File: src/rtl/dpll_defs.sv
// dpll_defs: packed trail-entry layout and trail FSM state encodings shared by the DPLL trail blocks.
package dpll_defs;
    // Entry layout, LSB first: value, decision flag, then the variable id.
    localparam int OFS_VAL = 0;
    localparam int OFS_DEC = 1;
    localparam int OFS_VAR = 2;

    function automatic int entry_w(input int var_w);
        return var_w + 2;
    endfunction

    typedef enum logic [0:0] {
        ST_IDLE   = 1'b0,
        ST_UNWIND = 1'b1
    } state_t;
endpackage

File: src/rtl/trail_mem.sv
// trail_mem: DEPTH x W entry storage with one synchronous write port and an asynchronous read port.
module trail_mem #(
    parameter int W     = 10,
    parameter int DEPTH = 16,
    parameter int AW    = $clog2(DEPTH)
) (
    input  logic          clk,
    input  logic          we,
    input  logic [AW-1:0] waddr,
    input  logic [W-1:0]  wdata,
    input  logic [AW-1:0] raddr,
    output logic [W-1:0]  rdata
);
    logic [W-1:0] mem [DEPTH];

    always_ff @(posedge clk) begin
        if (we) mem[waddr] <= wdata;
    end

    assign rdata = mem[raddr];
endmodule

File: src/rtl/dpll_trail_stack.sv
// dpll_trail_stack: DPLL assignment trail (LIFO of var/value/decision) with decision-level
// tracking and a multi-cycle backtrack that unwinds to and returns the latest decision.
module dpll_trail_stack
    import dpll_defs::*;
#(
    parameter  int VAR_W = 8,
    parameter  int DEPTH = 16,
    localparam int CNT_W = $clog2(DEPTH + 1)
) (
    input  logic             clk,
    input  logic             rst,
    input  logic             push,
    input  logic [VAR_W-1:0] push_var,
    input  logic             push_val,
    input  logic             push_dec,
    input  logic             pop,
    input  logic             backtrack,
    output logic [VAR_W-1:0] top_var,
    output logic             top_val,
    output logic             top_dec,
    output logic             top_valid,
    output logic [CNT_W-1:0] count,
    output logic [CNT_W-1:0] level,
    output logic             empty,
    output logic             full,
    output logic             busy,
    output logic             bt_done,
    output logic [VAR_W-1:0] bt_var,
    output logic             bt_val,
    output logic             bt_fail,
    output logic             err_ovf,
    output logic             err_udf
);
    localparam int EW = entry_w(VAR_W);
    localparam int AW = $clog2(DEPTH);

    state_t           state, state_n;
    logic [CNT_W-1:0] count_n, level_n, top_idx;
    logic             done_n, fail_n, ovf_n, udf_n, we, replace;
    logic [EW-1:0]    wdata, rdata;

    assign empty     = count == '0;
    assign full      = count == CNT_W'(DEPTH);
    assign top_valid = !empty;
    assign busy      = state == ST_UNWIND;
    assign top_idx   = count - CNT_W'(1);
    assign top_var   = rdata[OFS_VAR +: VAR_W];
    assign top_val   = rdata[OFS_VAL];
    assign top_dec   = rdata[OFS_DEC];
    assign replace   = push && pop && !empty;
    assign we        = !busy && !backtrack && push && (replace || !full);

    always_comb begin
        wdata          = '0;
        wdata[OFS_VAL] = push_val;
        wdata[OFS_DEC] = push_dec;
        wdata[OFS_VAR +: VAR_W] = push_var;
    end

    trail_mem #(.W(EW), .DEPTH(DEPTH), .AW(AW)) u_mem (
        .clk   (clk),
        .we    (we),
        .waddr (replace ? AW'(top_idx) : AW'(count)),
        .wdata (wdata),
        .raddr (AW'(top_idx)),
        .rdata (rdata)
    );

    always_comb begin
        state_n = state;
        count_n = count;
        level_n = level;
        done_n  = 1'b0;
        fail_n  = 1'b0;
        ovf_n   = 1'b0;
        udf_n   = 1'b0;
        if (state == ST_IDLE) begin
            if (backtrack) begin
                fail_n  = empty;
                state_n = empty ? ST_IDLE : ST_UNWIND;
            end else if (replace) begin
                level_n = level + CNT_W'(push_dec) - CNT_W'(top_dec);
            end else if (push) begin
                ovf_n   = full;
                count_n = full ? count : count + CNT_W'(1);
                level_n = full ? level : level + CNT_W'(push_dec);
            end else if (pop) begin
                udf_n   = empty;
                count_n = empty ? count : top_idx;
                level_n = empty ? level : level - CNT_W'(top_dec);
            end
        end else begin
            // One entry leaves per cycle; stop at the first decision or when the trail runs dry.
            count_n = top_idx;
            level_n = level - CNT_W'(top_dec);
            done_n  = top_dec;
            fail_n  = !top_dec && top_idx == '0;
            state_n = (done_n || fail_n) ? ST_IDLE : ST_UNWIND;
        end
    end

    always_ff @(posedge clk) begin
        if (rst) begin
            state   <= ST_IDLE;
            count   <= '0;
            level   <= '0;
            bt_done <= 1'b0;
            bt_fail <= 1'b0;
            err_ovf <= 1'b0;
            err_udf <= 1'b0;
            bt_var  <= '0;
            bt_val  <= 1'b0;
        end else begin
            state   <= state_n;
            count   <= count_n;
            level   <= level_n;
            bt_done <= done_n;
            bt_fail <= fail_n;
            err_ovf <= ovf_n;
            err_udf <= udf_n;
            if (done_n) begin
                bt_var <= top_var;
                bt_val <= top_val;
            end
        end
    end
endmodule

File: config.mk
export PLATFORM = sky130hd
export DESIGN_NAME = dpll_trail_stack
export DESIGN_NICKNAME = d
export VERILOG_FILES = /design/src/rtl/dpll_defs.sv /design/src/rtl/trail_mem.sv /design/src/rtl/dpll_trail_stack.sv
export SDC_FILE = /design/constraint.sdc
export NUM_CORES = 1
export LEC_CHECK = 0
export ABC_AREA = 0
export BUFFER_PORTS_ARGS = -buffer_cell sky130_fd_sc_hd__clkbuf_2
export CAP_MARGIN = 20
export CORE_MARGIN = 2
export CORE_UTILIZATION = 65
export DETAILED_ROUTE_END_ITERATION = 10
export PLACE_DENSITY = 0.85
export SYNTH_ARGS = -nofsm -noshare
export SYNTH_HDL_FRONTEND = slang
export SYNTH_SLANG_ARGS = --single-unit
File: constraint.sdc
create_clock -name clk -period 5.7 [get_ports clk]
set_clock_uncertainty 0.1 [all_clocks]
set_input_delay 0.57 -clock clk [delete_from_list [all_inputs] [get_ports clk]]
set_output_delay 0.57 -clock clk [all_outputs]
set_load 0.02 [all_outputs]
=== After elaboration in Yosys (flattened, before gate mapping) ===
Memory sizes are Yosys's and may differ from the RTL's.
Index checks and enable logic that the tools add are counted.
Widths: inputs -> output; s select.

* Equal/unequal tests: 7
* Mux-type cells: 24
* Reduce and logical (&&, ||, !) cells: 21
* Bitwise gates (word level): 2
* Add/subtract/negate cells: 5

{| class="wikitable"
|+ Operator list
! cell !! count
|-
| $mux 5 || 14
|-
| $logic_not 5->1 || 2
|-
| $sub 5x1->5 || 2
|-
| $mux 1 || 9
|-
| $ne 4x2->1 const B || 2
|-
| $logic_and 1x1->1 || 6
|-
| $ne 3x2->1 const B || 2
|-
| $reduce_or 6->1 || 1
|-
| $add 5x1->5 || 1
|-
| $add 5x1->5 const B || 1
|-
| $eq 5x5->1 const B || 1
|-
| $logic_not 1->1 || 5
|-
| $reduce_and 5->1 || 1
|-
| $reduce_or 5->1 || 1
|-
| $sub 5x1->5 const B || 1
|-
| $mux 4 || 1
|-
| $reduce_and 4->1 || 1
|-
| $reduce_bool 4->1 || 1
|-
| $reduce_bool 3->1 || 1
|-
| $logic_or 1x1->1 || 2
|-
| $ne 2x1->1 const B || 1
|-
| $ne 2x2->1 const B || 1
|-
| $not 1->1 || 2
|}

* Memories kept: 1
* Register bits: 24
* Logic and storage cells: 69
* Bits in writable memories: 160
* Bits of input ports: 15
* Output and inout port bits: 37

{| class="wikitable"
|+ Memory list
! memory !! words !! bits a word !! read ports !! clocked after Yosys merged registers in !! wr ports !! RTL line !! text
|-
| u_mem.mem || 16 || 10 || 1 || 0 || 1 || trail_mem.sv:14 || <nowiki>logic [W-1:0] mem [DEPTH];</nowiki>
|}

=== Longest topological paths before layout ===
Gate-level depths: netlist (run 1).
An unclocked memory read counts as a cell.

* Depth after elaboration: 9
* Depth in mapped cells: 16
* Mapped depth without buffers: 13

=== Cells and area by module ===
From an unflattened synthesis (run 1), not the netlist that was laid out.

* Cell total of the unflattened synthesis: 464
* Area total of the unflattened synthesis: 7,709.9 um2

{| class="wikitable"
|+ By module, submodules not included
! module !! area an instance (um2) !! cells each !! times used !! seq. area each (um2)
|-
| trail_mem || 6,153.4 || 269 || 1 || 4,804.6
|-
| dpll_trail_stack || 1,556.5 || 195 || 1 || 480.5
|}

=== Worst setup path after synthesis (run 1) ===
OpenSTA, ideal clock, no wires.

* Path type: register -> register
* Start: register count[0]
* End: register level[4]
* Setup time: 121 ps
* Arrival: 3,731 ps
* Cell stages (with the launch flop): 16
* Clock period less this slack: 3,952 ps
* Required time: 5,479 ps
* Buffers on the path: 3
* Path slack: 1,748 ps
* Cells stage by stage: dfxtp_1 -> buf_6 -> buf_4 -> inv_1 -> ha_1 -> clkbuf_2 -> xnor2_2 -> mux2_2 -> nor2_1 -> nor2_1 -> ha_1 -> ha_1 -> nand2_1 -> o32a_1 -> a32oi_1 -> mux2_2

* Longest elaborated chain between the ends: 9
* Elaborated cells on any way between the ends: 18
* Classes of those cells: add/sub: 3; eq/ne: 3; mux: 6; reduce/logical: 5; memory: 1

{| class="wikitable"
|+ Ends and longest elaborated chain
! item !! RTL line !! text
|-
| start: declaration || dpll_trail_stack.sv:22 || <nowiki>output logic [CNT_W-1:0] count,</nowiki>
|-
| start signal: assignment || dpll_trail_stack.sv:115 || <nowiki>count <= count_n;</nowiki>
|-
| $sub 5x1->5 * || dpll_trail_stack.sv:46 || <nowiki>assign top_idx = count - CNT_W'(1);</nowiki>
|-
| $mem_v2 16x10 * || n/a ||
|-
| net top_dec || dpll_trail_stack.sv:20 || <nowiki>output logic top_dec,</nowiki>
|-
| $sub 5x1->5 || dpll_trail_stack.sv:90, dpll_trail_stack.sv:95 ||
|-
| $mux 5 || dpll_trail_stack.sv:90 || <nowiki>level_n = empty ? level : level - CNT_W'(top_dec);</nowiki>
|-
| $mux 5 || dpll_trail_stack.sv:87 || <nowiki>end else if (pop) begin</nowiki>
|-
| $mux 5 || dpll_trail_stack.sv:83 || <nowiki>end else if (push) begin</nowiki>
|-
| $mux 5 || dpll_trail_stack.sv:81 || <nowiki>end else if (replace) begin</nowiki>
|-
| $mux 5 || dpll_trail_stack.sv:78 || <nowiki>if (backtrack) begin</nowiki>
|-
| $mux 5 * || dpll_trail_stack.sv:77 || <nowiki>if (state == ST_IDLE) begin</nowiki>
|-
| end signal: assignment || dpll_trail_stack.sv:116 || <nowiki>level <= level_n;</nowiki>
|-
| end: declaration || dpll_trail_stack.sv:23 || <nowiki>output logic [CNT_W-1:0] level,</nowiki>
|}

The timed path passes the listed nets; every way through them passes the cells marked *. The select of a mux whose other input is x is not followed.
A chain may end at the register's enable or synchronous reset.

=== Worst setup path in the final report (run 1) ===
* Start: register count[1]
* End: output port top_var[5]

* Longest elaborated chain between the ends: 2

{| class="wikitable"
|+ Ends and longest elaborated chain
! item !! RTL line !! text
|-
| $sub 5x1->5 || dpll_trail_stack.sv:46 ||
|-
| $mem_v2 16x10 || n/a ||
|-
| end: declaration || dpll_trail_stack.sv:18 || <nowiki>output logic [VAR_W-1:0] top_var,</nowiki>
|}

No other way between the ends.

==> results.sh, run 1 <==
export IMPL_status="completed"
export IMPL_nFillCells=710
export IMPL_wl_per_cell_um=23.4
export IMPL_port_buffers=51
export IMPL_row_count=40
export IMPL_power_density_mw_per_mm2=603
export IMPL_hold_end="bt_var[2]$_SDFFE_PP0P_"
export IMPL_cts_sinks=184
export IMPL_drc=0
export IMPL_ys_top_cells_by_count="160 x edfxtp_1, 47 x nand2_1, 46 x nor2_1, 31 x mux2i_1"
export IMPL_hold_viol=0
export IMPL_hp_class="reg -> reg"
export IMPL_relSlewSlack_pct=26.6
export IMPL_synth_most_common_cell="edfxtp_1"
export IMPL_yosys_area_top_type="edfxtp_1"
export IMPL_clkLatencyLatePin_ns=0.43
export IMPL_final_setup_viol_count=0
export IMPL_wl_met3_um=1620
export IMPL_p_total_mw=5.36
export IMPL_grt_setup_unrepaired="false"
export IMPL_p_seq_share_pct=31.8
export IMPL_r2r_end="level[4]$_SDFFE_PP0P_"
export IMPL_dr_pass1_iters=7
export IMPL_dr_total_vias=5021
export IMPL_crit_fanout=20
export IMPL_comb_power_share_pct=45.9
export IMPL_post_dp_hpwl_um=11000
export IMPL_reg2reg_depth=13
export IMPL_fin_util_pct=74.3
export IMPL_cellInternalPower_mw=3.18
export IMPL_dieHeight_um=115
export IMPL_grt_max_degree=48
export IMPL_routed_wl_um=17700
export IMPL_die_w_um=115
export IMPL_slew_violations=0
export IMPL_timing_rr_start="count[1]$_SDFFE_PP0P_"
export IMPL_area_growth_pct=11.9
export IMPL_highest_layer="met4"
export IMPL_path_clk_slew_ns=0.07
export IMPL_dominantRegCellSynth="edfxtp_1"
export IMPL_cts_root_buf="clkbuf_16"
export IMPL_p_switching_mw=2.18
export IMPL_power_leakage_nw=3.15
export IMPL_finalHoldWorstSlack_ns=0.397
export IMPL_finalCritPeriodShare_pct=75.3
export IMPL_tns_ns=0
export IMPL_grt_pass1_wl_um=26800
export IMPL_yosysSeqAreaShare_pct=66.5
export IMPL_worstSetupPathType="reg -> out"
export IMPL_arrival_ns=3.62
export IMPL_drtAntennaViolNets=0
export IMPL_cts_buffers=17
export IMPL_worst_ep_required_time_ns=5.03
export IMPL_fin_ws_ns=1.41
export IMPL_start_kind="flop"
export IMPL_grt_use_total_pct=28.4
export IMPL_vdd_drop_max_mv=0.343
export IMPL_synth_area_leaders="edfxtp_1 60%, mux4_2 6.2%, dfxtp_1 6.0%"
export IMPL_wl_met1_um=6980
export IMPL_synth_area_sq_mm=0.00794
export IMPL_cts_tree="done"
export IMPL_crit_path_end_kind="output port"
export IMPL_fmax_ghz=0.233
export IMPL_postSynthAreaPerCell_sq_um=14.4
export IMPL_antenna_found_initial=0
export IMPL_wl_met2_um=8630
export IMPL_ys_async_sr_fraction_pct=0
export IMPL_first_iter_violations=677
export IMPL_initial_utilization_pct=66.4
export IMPL_core_area_sq_mm=0.0120
export IMPL_antennaDiodeCount=0
export IMPL_via_per_inst=6.64
export IMPL_postCtsHoldBufs=0
export IMPL_ff2ff_setup_slack_ns=1.67
export IMPL_synth_seq_cells=184
export IMPL_post_cts_resize_count=0
export IMPL_clockBufferDepth=2
export IMPL_cts_max_level=4
export IMPL_grt_pass1_vias=4861
export IMPL_syn_nets=578
export IMPL_switching_share_pct=40.7
export IMPL_gp_congestion=0.904
export IMPL_cts_setup_buffers=0
export IMPL_hold_path_startpoint="bt_var[2]$_SDFFE_PP0P_"
export IMPL_max_cap_viol_count=0
export IMPL_clkPwrFrac_pct=22.3
export IMPL_die_area_sq_mm=0.0131
export IMPL_nets=621
export IMPL_synth_top_area_share_pct=60.5
export IMPL_synthCells=553
export IMPL_synth_cell_types=57
export IMPL_min_delay_path_depth=2
export IMPL_worst_pin_slew_ns=1.10
export IMPL_overflow=0
export IMPL_synth_edf_count=160
export IMPL_min_period_ns=4.29
export IMPL_drive_gt1_share_pct=20.0
export IMPL_yosysWarnings=0
export IMPL_ios=52
export IMPL_dpl_worst_slack_ns=1.73
-- flip-flops by register name (all words and copies together) (netlist names) --
signal     cells
err_ovf        1
bt_done        1
bt_fail        1
bt_var         8
u_mem.mem    160
level          5
busy           1
count          5
err_udf        1
bt_val         1
-- per-layer routing --
layer	global-route usage, %	vias to the layer above
met3	7.25	44
met1	38.0	2456
met4	12.2	0
met2	44.6	301
li1	-	2220
met5	0	-
-- logic make-up (layout without fill, tap and decap cells) --
| kind of cell | after synthesis | after routing | share of synthesized area (%) |
|---|---|---|---|
| AO/OA/AOI/OAI | 102 | 102 | 8.91 |
| XOR/XNOR | 5 | 5 | 0.740 |
| adder cells (fa/ha/maj) | 10 | 10 | 1.58 |
| buffers and inverters | 55 | 111 | 3.20 |
| flip-flops | 184 | 184 | 66.5 |
| multiplexers | 57 | 57 | 10.7 |
| AND/OR/NAND/NOR | 140 | 140 | 8.33 |
-- worst max-delay path, stage by stage (launching register included) --
cell and delay [ns]:
dfxtp_1 0.45, inv_1 0.12, ha_1 0.87, buf_4 0.34, nor2b_1 0.57, a22oi_1 0.16, a31oi_1 0.41, inv_1 0.09
clkbuf_2 0.17
-- cell type report --
type / count / area, sq um / area share (%)
well taps: 147 / 184 / 2.07
clock buffers: 21 / 460 / 5.18
repair buffers: 58 / 315 / 3.55
flip-flops and latches: 184 / 5290 / 59.5
inverters: 21 / 78.8 / 0.887
clock inverters: 11 / 145 / 1.63
multi-input cells: 314 / 2420 / 27.2
-- power groups by stage --
stage	Clock, mW	Combinational [mW]	Sequential, mW
finish	1.20	2.46	1.71
detailed placement	0	2.40	1.73
global route	1.26	2.63	1.72
CTS	1.20	2.43	1.70
global placement	0	2.33	1.72
floorplan	0	1.69	1.76
-- through the flow --
stage	cell area, sq um	cells
6_report	8890	756
5_1_grt	8890	756
4_1_cts	8860	754
3_5_place_dp	8260	722
3_3_place_gp	8260	722
2_1_floorplan	7940	553
-- worst max path at each step --
stage	from	end	slack, ns	cells past startpoint
2_1_floorplan	count[0]$_SDFFE_PP0P_	level[4]$_SDFFE_PP0P_	1.75	15
3_3_place_gp	count[1]$_SDFFE_PP0P_	level[4]$_SDFFE_PP0P_	1.84	13
3_5_place_dp	count[1]$_SDFFE_PP0P_	level[4]$_SDFFE_PP0P_	1.73	13
5_1_grt	count[1]$_SDFFE_PP0P_	top_var[2]	1.24	8
6_report	count[1]$_SDFFE_PP0P_	top_var[5]	1.41	8
4_1_cts	count[1]$_SDFFE_PP0P_	top_var[5]	1.43	8
-- cells in the final DEF, fill, tap and decap left out, drive strengths merged, types with 4 or more instances in the layout --
cell      n
edfxtp  160
inv      22
a211oi   11
a32oi    10
dfxtp    24
buf       7
a31oi    14
nor2b     7
o211ai    4
nand2    47
clkbuf   72
nand2b    4
a22oi     9
nand3     7
o22a      4
ha       10
clkinv    7
mux2      4
nor3      6
nor2     46
mux2i    31
o21ai    10
a21oi    24
mux4     22
No activity file was read; power rests on OpenSTA's default activity.
==> inputs of run 2 (changes only) <==
Settings changed: CORE_UTILIZATION 65 to 54, PLACE_DENSITY 0.85 to 0.75.
Clock period 5.7 ns to 3.7 ns, I/O delays scaled along.
==> results.sh, run 2 (same netlist as run 1, synthesis figures left out) <==
export IMPL_worst_ep_required_time_ns=3.23
export IMPL_area_growth_pct=14.1
export IMPL_core_area_sq_mm=0.0145
export IMPL_cts_max_level=4
export IMPL_top_regs="u_mem.mem (160), bt_var (8)"
export IMPL_grt_setup_unrepaired="false"
export IMPL_relSlewSlack_pct=29.6
export IMPL_crit_fanout=21
export IMPL_drc=0
export IMPL_grt_max_degree=48
export IMPL_grtUsageMet2_pct=36.6
export IMPL_worstSetupPathType="reg -> out"
export IMPL_grt_pass1_wl_um=27200
export IMPL_first_iter_violations=665
export IMPL_drtAntennaViolNets=0
export IMPL_globalRouteMet1Util_pct=31.0
export IMPL_final_setup_viol_count=0
export IMPL_overflow=0
export IMPL_dr_total_vias=5032
export IMPL_largest_reg_flops=160
export IMPL_fmax_ghz=0.288
export IMPL_die_area_sq_mm=0.0157
export IMPL_antenna_found_initial=0
export IMPL_row_count=44
export IMPL_arrival_ns=3.00
export IMPL_path_buf_inv=4
export IMPL_dr_pass1_iters=9
export IMPL_worst_pin_slew_ns=1.05
export IMPL_hold_viol=0
export IMPL_clockBufferDepth=2
export IMPL_grt_busiest_layer="met2"
export IMPL_drive_gt1_share_pct=22.3
export IMPL_wl_per_cell_um=21.7
export IMPL_power_leakage_nw=3.22
export IMPL_mostFrequentLayoutCells="160 x edfxtp_1, 51 x clkbuf_2, 47 x nand2_1"
export IMPL_post_dp_hpwl_um=11200
export IMPL_slew_violations=0
export IMPL_dieHeight_um=125
export IMPL_p_total_mw=8.27
export IMPL_ios=52
export IMPL_routed_wl_um=17500
export IMPL_met3_usage_pct=5.73
export IMPL_start_kind="flop"
export IMPL_gp_congestion=0.892
export IMPL_cts_setup_buffers=0
export IMPL_critPathMaxStageDelay_ns=0.49
export IMPL_critical_path_top_cell_by_count="inv_1"
export IMPL_layout_commonest_cell="edfxtp_1"
export IMPL_status="completed"
export IMPL_power_density_mw_per_mm2=913
export IMPL_path_delay_family="buffers and inverters"
export IMPL_grt_use_total_pct=22.9
export IMPL_nets=637
export IMPL_tns_ns=0
export IMPL_path_clk_slew_ns=0.06
export IMPL_ff2ff_setup_slack_ns=0.36
export IMPL_slowest_stage="ha_1"
export IMPL_antennaDiodeCount=0
export IMPL_hp_class="in -> reg"
export IMPL_max_cap_viol_count=0
export IMPL_crit_path_end_kind="output port"
export IMPL_cts_root_buf="clkbuf_16"
export IMPL_via_per_inst=6.23
export IMPL_cts_buffers=17
export IMPL_path_cells="inv_1, ha_1, buf_4, and2_1, a32oi_1, a31oi_1, inv_1, clkbuf_2"
export IMPL_initial_utilization_pct=54.9
export IMPL_die_w_um=125
export IMPL_min_period_ns=3.47
export IMPL_clkLatencyLatePin_ns=0.42
export IMPL_cts_sinks=184
export IMPL_vdd_drop_max_mv=0.570
export IMPL_postCtsHoldBufs=0
export IMPL_largest_register="u_mem.mem"
export IMPL_cts_tree="done"
export IMPL_port_buffers=51
export IMPL_grt_pass1_vias=4827
export IMPL_finalCritPeriodShare_pct=93.9
[run 2: final timing paths]
check,startpoint,end,cells after the start
min,push_var[6],u_mem.mem[7][8]$_DFFE_PP_,1
min reg2reg,bt_var[3]$_SDFFE_PP0P_,bt_var[3]$_SDFFE_PP0P_,2
max reg2reg,count[0]$_SDFFE_PP0P_,level[4]$_SDFFE_PP0P_,13
max,count[0]$_SDFFE_PP0P_,top_var[1],8
[run 2: timing repair]
action,4_1_cts,5_1_grt
endpoints found under the hold margin,0,0
endpoints found under the setup margin,3,9
resized for setup,2,3
[run 2: stage by stage]
step / std cells / setup slack (ns) / hold slack, ns / utilization [%] / instance area, sq um
finish: 808 / 0.226 / 0.298 / 62.6 / 9060
detailed placement: 774 / 0.367 / 0.396 / 58.2 / 8430
global placement: 774 / 0.443 / 0.389 / 58.2 / 8430
floorplan: 553 / 0.00244 / 0.369 / - / 7960
CTS: 805 / 0.101 / 0.276 / 62.3 / 9020
global route: 808 / 0.0242 / 0.305 / 62.6 / 9060
[run 2: layout make-up]
cell class                      instances  area, sq um
Clock buffer                           19          433
Clock inverter                         12          149
Fill cell                            1043         5420
Inverter                               21         78.8
Multi-Input combinational cell        314         2440
Sequential cell                       184         5290
Tap cell                              184          230
Timing Repair Buffer                   74          443
[run 2: power breakdown]
group	total (mW)	internal [mW]	switching, mW
Sequential	2.59	2.45	0.140
Clock	1.80	1.06	0.739
Combinational	3.88	1.41	2.47
[run 2: metal layers]
metal  up-vias  share of wire, %
met1      2478                41
met5         -                 0
met2       279                49
met4         0               2.5
li1       2247                 -
met3        28               8.0
